--- src/rtl/bram_read_arbiter.sv ---
// bram_read_arbiter: arbitrates N_REQ read requesters onto a single BRAM read
// port with an optional per-requester lock, and routes each returned word back
// to the requester that issued it.
// Configuration macro: BRAM_ARB_ROUND_ROBIN_EN
//   undefined -> fixed priority (lowest index wins) while unlocked
//   defined   -> round robin starting at a rotating pointer while unlocked
module bram_read_arbiter #(
    parameter int ADDR_WIDTH   = 8,
    parameter int DATA_WIDTH   = 32,
    parameter int N_REQ        = 3,
    parameter int READ_LATENCY = 2
) (
    input  logic                        clk_in,
    input  logic                        rst_in,
    input  logic [N_REQ-1:0]            req_valid,
    input  logic [N_REQ*ADDR_WIDTH-1:0] req_addr,
    input  logic [N_REQ-1:0]            req_lock,
    output logic [N_REQ-1:0]            req_ready,
    output logic [ADDR_WIDTH-1:0]       ram_addr,
    input  logic [DATA_WIDTH-1:0]       ram_dout,
    output logic [N_REQ-1:0]            resp_valid,
    output logic [DATA_WIDTH-1:0]       resp_data,
    output logic                        busy
);

    localparam int ID_W  = (N_REQ > 1) ? $clog2(N_REQ) : 1;
    localparam int DEPTH = 1 + READ_LATENCY;

    typedef enum logic {
        IDLE,
        LOCKED
    } state_t;

    state_t                  state_reg;
    logic [ID_W-1:0]         owner_reg;
    logic [ADDR_WIDTH-1:0]   ram_addr_reg;
`ifdef BRAM_ARB_ROUND_ROBIN_EN
    logic [ID_W-1:0]         ptr_reg;
`endif

    logic [ADDR_WIDTH-1:0]   addr_arr [N_REQ];
    logic [N_REQ-1:0]        grant_idle;
    logic                    arb_found;
    logic [N_REQ-1:0]        acc_vec;
    logic                    acc_any;
    logic [ID_W-1:0]         acc_id;
    logic [ADDR_WIDTH-1:0]   acc_addr;
    logic                    acc_lock;

    logic                    pipe_valid_reg [DEPTH];
    logic [ID_W-1:0]         pipe_id_reg    [DEPTH];

    // Split the flat address bus into one slice per requester.
    generate
        for (genvar gi = 0; gi < N_REQ; gi++) begin : g_addr
            assign addr_arr[gi] = req_addr[gi*ADDR_WIDTH +: ADDR_WIDTH];
        end
    endgenerate

    // Unlocked arbitration: optional pass from the pointer upward, then a
    // lowest-index pass that also serves as the wrap-around for round robin.
    always_comb begin
        grant_idle = '0;
        arb_found  = 1'b0;
`ifdef BRAM_ARB_ROUND_ROBIN_EN
        for (int i = 0; i < N_REQ; i++) begin
            if (!arb_found && req_valid[i] && (ID_W'(i) >= ptr_reg)) begin
                grant_idle[i] = 1'b1;
                arb_found     = 1'b1;
            end
        end
`endif
        for (int i = 0; i < N_REQ; i++) begin
            if (!arb_found && req_valid[i]) begin
                grant_idle[i] = 1'b1;
                arb_found     = 1'b1;
            end
        end
    end

    // Grant: nothing in reset, only the owner while locked, arbiter otherwise.
    always_comb begin
        req_ready = '0;
        if (!rst_in) begin
            if (state_reg == LOCKED) begin
                for (int i = 0; i < N_REQ; i++) begin
                    if (owner_reg == ID_W'(i)) begin
                        req_ready[i] = req_valid[i];
                    end
                end
            end else begin
                req_ready = grant_idle;
            end
        end
    end

    // Decode the (at most one) accepted request this cycle.
    always_comb begin
        acc_vec  = req_valid & req_ready;
        acc_any  = |acc_vec;
        acc_id   = '0;
        acc_addr = '0;
        acc_lock = 1'b0;
        for (int i = 0; i < N_REQ; i++) begin
            if (acc_vec[i]) begin
                acc_id   = ID_W'(i);
                acc_addr = addr_arr[i];
                acc_lock = req_lock[i];
            end
        end
    end

    // Lock FSM, round-robin pointer and registered RAM address.
    always_ff @(posedge clk_in) begin
        if (rst_in) begin
            state_reg    <= IDLE;
            owner_reg    <= '0;
            ram_addr_reg <= '0;
`ifdef BRAM_ARB_ROUND_ROBIN_EN
            ptr_reg      <= '0;
`endif
        end else if (acc_any) begin
            ram_addr_reg <= acc_addr;
            case (state_reg)
                IDLE: begin
                    if (acc_lock) begin
                        state_reg <= LOCKED;
                        owner_reg <= acc_id;
                    end
`ifdef BRAM_ARB_ROUND_ROBIN_EN
                    ptr_reg <= (acc_id == ID_W'(N_REQ - 1)) ? '0 : acc_id + 1'b1;
`endif
                end
                LOCKED: begin
                    if (!acc_lock) begin
                        state_reg <= IDLE;
                    end
                end
                default: state_reg <= IDLE;
            endcase
        end
    end

    // In-flight tracker: stage 0 matches ram_addr, last stage matches ram_dout.
    always_ff @(posedge clk_in) begin
        if (rst_in) begin
            for (int i = 0; i < DEPTH; i++) begin
                pipe_valid_reg[i] <= 1'b0;
                pipe_id_reg[i]    <= '0;
            end
        end else begin
            pipe_valid_reg[0] <= acc_any;
            pipe_id_reg[0]    <= acc_id;
            for (int i = 1; i < DEPTH; i++) begin
                pipe_valid_reg[i] <= pipe_valid_reg[i-1];
                pipe_id_reg[i]    <= pipe_id_reg[i-1];
            end
        end
    end

    // Busy while any stage of the tracker holds a read.
    always_comb begin
        busy = 1'b0;
        for (int i = 0; i < DEPTH; i++) begin
            busy = busy | pipe_valid_reg[i];
        end
    end

    // Route the returning word to its owner.
    generate
        for (genvar gi = 0; gi < N_REQ; gi++) begin : g_resp
            assign resp_valid[gi] = pipe_valid_reg[DEPTH-1] &&
                                    (pipe_id_reg[DEPTH-1] == ID_W'(gi));
        end
    endgenerate

    assign ram_addr  = ram_addr_reg;
    assign resp_data = ram_dout;

endmodule
--- config.mk ---
export PLATFORM = sky130hd
export DESIGN_NAME = bram_read_arbiter
export DESIGN_NICKNAME = d
export VERILOG_FILES = /design/src/rtl/bram_read_arbiter.sv
export SDC_FILE = /design/constraint.sdc
export NUM_CORES = 1
export LEC_CHECK = 0
export CAP_MARGIN = 20
export CORE_MARGIN = 2
export CORE_UTILIZATION = 27
export DETAILED_ROUTE_END_ITERATION = 10
export PLACE_DENSITY = 0.77
export SYNTH_ARGS = -nofsm -noshare
export SYNTH_HDL_FRONTEND = slang
export SYNTH_SLANG_ARGS = --single-unit
--- constraint.sdc ---
create_clock -name clk_in -period 1.8 [get_ports clk_in]
set_input_delay 0.36 -clock clk_in [delete_from_list [all_inputs] [get_ports clk_in]]
set_output_delay 0.36 -clock clk_in [all_outputs]
set_load 0.01 [all_outputs]
==> results of run 1 <==
==> worst min-delay path by stage <==
stage,slack (ns),cells past startpoint,from,to
floorplan,0.41,1,pipe_id_reg[0][0],pipe_id_reg[0][2]
global placement,0.42,1,pipe_id_reg[0][1],pipe_id_reg[0][3]
detailed placement,0.42,1,pipe_id_reg[0][2],pipe_id_reg[0][4]
CTS,0.44,1,pipe_id_reg[0][2],pipe_id_reg[0][4]
global route,0.46,1,pipe_id_reg[0][3],pipe_id_reg[0][5]
finish,0.44,1,pipe_id_reg[0][3],pipe_id_reg[0][5]
==> what timing repair did <==
item | in CTS | in global routing
setup buffers | 1 | 0
gates resized for setup | 14 | 7
endpoints found under the setup margin | 10 | 9
pin swaps | 4 | 4
==> metrics by stage <==
stage	hold WS (ns)	total power [mW]	instance area, um2	utilization	cells
floorplan	0.414	0.669	1150	-	120
detailed placement	0.420	0.765	1550	0.381	198
CTS	0.439	1.21	1620	0.400	203
global placement	0.418	0.761	1550	0.381	198
finish	0.438	1.21	1640	0.403	203
global route	0.458	1.26	1640	0.403	203
==> synthesized netlist by cell type (2+ instances only) <==
master	n
buf_4	32
or3_1	2
a222oi_1	3
o21a_1	2
and3b_1	3
dfxtp_1	20
a211oi_1	3
nor2_1	6
buf_2	2
a221oi_1	5
inv_1	3
nor4_1	4
clkbuf_1	2
o2bb2ai_1	5
nor2b_1	8
==> power by group through the flow <==
stage	Combinational, mW	Sequential [mW]	Clock, mW
after floorplan	0.161	0.508	0
after global placement	0.263	0.498	0
after detailed placement	0.266	0.499	0
after CTS	0.264	0.488	0.459
after global routing	0.287	0.493	0.477
final	0.267	0.488	0.453
==> area by class of cell <==
class	instances	area, um2	area share
repair buffers	66	604	0.370
well taps	50	62.6	0.0383
clock buffers	3	41.3	0.0252
multi-input cells	59	477	0.292
flip-flops and latches	20	400	0.245
clock inverters	1	30.0	0.0184
inverters	4	20.0	0.0122
==> kinds of logic (layout without fill, tap and decap cells) <==
family,count (synthesis),count (layout),share of synthesized area
buffers and inverters,41,74,0.252
and+or+nand+nor,33,33,0.188
AOI/OAI and AO/OA,24,24,0.190
muxes,2,2,0.0218
DFF,20,20,0.349
==> per-layer routing <==
metal	share of wire	routed length, um	vias to the layer above
li1	-	-	469
met1	0.45	1200	444
met2	0.46	1230	33
met3	0.075	202	10
met4	0.020	53	0
met5	0	0	-
==> critical path, cell delays in order <==
cell and delay [ns]:
clkdlybuf4s50_1 0.55, inv_2 0.08, and3_1 0.20, dlygate4sd2_1 0.30
==> flow_results.xml, run 1 <==
<?xml version="1.0" encoding="UTF-8"?>
<metrics>
  <group name="outcome">
    <metric name="outcome" unit="">finished, violations left</metric>
    <metric name="violations" unit="">setup timing</metric>
  </group>
  <group name="clocking">
    <metric name="tritoncts.num_buffers" unit="">3</metric>
    <metric name="clock_path_buffers" unit="">2</metric>
    <metric name="clock_tree_from_tritoncts" unit="">yes</metric>
    <metric name="clock_insertion_delay_worst_skew" unit="ns">0.26</metric>
    <metric name="buffer_type_at_the_clock_tree_root" unit="">clkbuf_8</metric>
    <metric name="clk_pin_slew" unit="ns">0.08</metric>
    <metric name="tritoncts_num_sinks" unit="">20</metric>
    <metric name="clock_tree.htree_level_count" unit="">1</metric>
    <metric name="cts_hold_buffers" unit="">0</metric>
  </group>
  <group name="sta">
    <metric name="layout_worst_path_cycle_share" unit="">1.02</metric>
    <metric name="layout_min_cycle_time" unit="ns">1.84</metric>
    <metric name="fmax" unit="MHz">542</metric>
    <metric name="finalClockSkew" unit="ns">0.00246</metric>
    <metric name="fin_setup_tns" unit="ns">-0.106</metric>
    <metric name="grt_setup_unrepaired" unit="">yes</metric>
    <metric name="worst_slew_margin_rel" unit="">0.756</metric>
    <metric name="report.final.setup_viol" unit="">3</metric>
    <metric name="drv_slew" unit="">0</metric>
    <metric name="layout_setup_ws" unit="ns">-0.0447</metric>
    <metric name="report.final.hold_viol_count" unit="">0</metric>
    <metric name="worst-slew-pin-transition" unit="ns">0.367</metric>
  </group>
  <group name="floorplanning">
    <metric name="num_rows" unit="">23</metric>
    <metric name="die_width" unit="um">69.2</metric>
    <metric name="fp.coreArea" unit="um2">4060</metric>
    <metric name="initial_utilization" unit="">0.283</metric>
    <metric name="dieArea" unit="um2">4790</metric>
    <metric name="num_io_pins" unit="">111</metric>
    <metric name="die_h" unit="um">69.2</metric>
  </group>
  <group name="detailed_routing">
    <metric name="routedWlPerCell" unit="um">13.2</metric>
    <metric name="postRouteWirelength" unit="mm">2.68</metric>
    <metric name="detailroute.via_count" unit="">956</metric>
    <metric name="first_pass_iters" unit="">4</metric>
    <metric name="number_of_design_rule_violations_left_by_the_first_detailed_router_iteration" unit="">65</metric>
    <metric name="final_antenna_net_count" unit="">0</metric>
    <metric name="post_drt_via_cell_ratio" unit="">4.71</metric>
    <metric name="drcViolationCount" unit="">0</metric>
  </group>
  <group name="place">
    <metric name="portBuffers" unit="">46</metric>
    <metric name="dp_hpwl" unit="mm">2.14</metric>
    <metric name="pre_cts_setup_slack" unit="ns">-0.638</metric>
    <metric name="gp_routability_congestion" unit="">0.794</metric>
  </group>
  <group name="global_routing">
    <metric name="global_route.usage.met2" unit="">0.166</metric>
    <metric name="vias_in_the_first_global_route" unit="">916</metric>
    <metric name="grt_overflow" unit="">0</metric>
    <metric name="initial_antenna_violation_count" unit="">0</metric>
    <metric name="grt_use_total" unit="">0.114</metric>
    <metric name="met1_usage" unit="">0.149</metric>
    <metric name="grt_use_met3" unit="">0.0422</metric>
    <metric name="first_pass_grt_wire_length" unit="mm">4.51</metric>
    <metric name="grt_max_degree" unit="">14</metric>
    <metric name="busiest_layer" unit="">met2</metric>
  </group>
  <group name="synth">
    <metric name="synthesis.instances" unit="">120</metric>
    <metric name="sequential_area_share_after_synthesis" unit="">0.349</metric>
    <metric name="synthesis.yosys.warnings" unit="">0</metric>
    <metric name="async_flop_share" unit="">0</metric>
    <metric name="ys.flop_type" unit="">dfxtp_1</metric>
    <metric name="synth_seq_cells" unit="">20</metric>
    <metric name="postSynthAreaPerCell" unit="um2">9.57</metric>
    <metric name="synthDominantAreaCellType" unit="">dfxtp_1</metric>
    <metric name="post-synth-top-area-fraction" unit="">0.349</metric>
    <metric name="net_count_synth" unit="">184</metric>
    <metric name="post_synth_main_area_contributors" unit="">dfxtp_1, buf_4, nor2b_1</metric>
    <metric name="synth_cell_type_count" unit="">35</metric>
    <metric name="synthesis.area" unit="um2">1150</metric>
    <metric name="synth_edf_count" unit="">0</metric>
  </group>
  <group name="worst_setup_path">
    <metric name="critical_path.max_fanout" unit="">3</metric>
    <metric name="cp.arrival" unit="ns">1.48</metric>
    <metric name="endpoint_kind" unit="">output port</metric>
    <metric name="critPathCapture" unit="">req_ready[0]</metric>
    <metric name="critPathLaunch" unit="">rst_in</metric>
    <metric name="type_of_the_setup_path_with_the_least_slack" unit="">primary input to output port</metric>
    <metric name="reg2reg_setup_slack" unit="ns">-0.03</metric>
    <metric name="critPathRequiredTime" unit="ns">1.44</metric>
    <metric name="reg2reg_depth" unit="">5</metric>
    <metric name="r2r_end" unit="">owner_reg[0]</metric>
    <metric name="setup.worst_path.start_class" unit="">primary input</metric>
    <metric name="rr_startpoint" unit="">state_reg</metric>
  </group>
  <group name="finish">
    <metric name="layout.cells.most_common" unit="">clkdlybuf4s50_1</metric>
    <metric name="most-common-layout-cells" unit="">clkdlybuf4s50_1, buf_4, dfxtp_1</metric>
    <metric name="antennaDiodeCount" unit="">0</metric>
    <metric name="largest_reg_flops" unit="">8</metric>
    <metric name="layout-area-overhead-vs-synth" unit="%">42.4</metric>
    <metric name="final_net_count" unit="">218</metric>
    <metric name="drive_above_1_share" unit="">0.235</metric>
    <metric name="fillCellCount" unit="">385</metric>
  </group>
  <group name="run">
    <metric name="maxCapViolations" unit="">0</metric>
  </group>
  <group name="power_and_ir_drop">
    <metric name="combinational_power_share" unit="">0.221</metric>
    <metric name="net_switching_power" unit="uW">268</metric>
    <metric name="clkPwrFrac" unit="">0.375</metric>
    <metric name="switching_share" unit="">0.222</metric>
    <metric name="power.density" unit="nW/um2">738</metric>
    <metric name="max-vdd-ir-drop" unit="V">0.000383</metric>
    <metric name="p_leak" unit="nW">0.696</metric>
    <metric name="sequentialPowerShare" unit="">0.404</metric>
    <metric name="p_int" unit="uW">940</metric>
  </group>
  <group name="min_path">
    <metric name="class_of_the_most_critical_hold_timing_path" unit="">flip-flop to flip-flop</metric>
  </group>
</metrics>
Power figures use the tool's default switching activity.
==> run 2, diff against run 1 <==
--- a/config.mk
+++ b/config.mk
@@ -5,6 +5,7 @@
 export SDC_FILE = /design/constraint.sdc
 export NUM_CORES = 1
 export LEC_CHECK = 0
+export ABC_CLOCK_PERIOD_IN_PS = 1800
 export CAP_MARGIN = 20
 export CORE_MARGIN = 2
 export CORE_UTILIZATION = 27
==> results of run 2 <==
The final DEF is identical to that of run 1; final timing and power are the same.
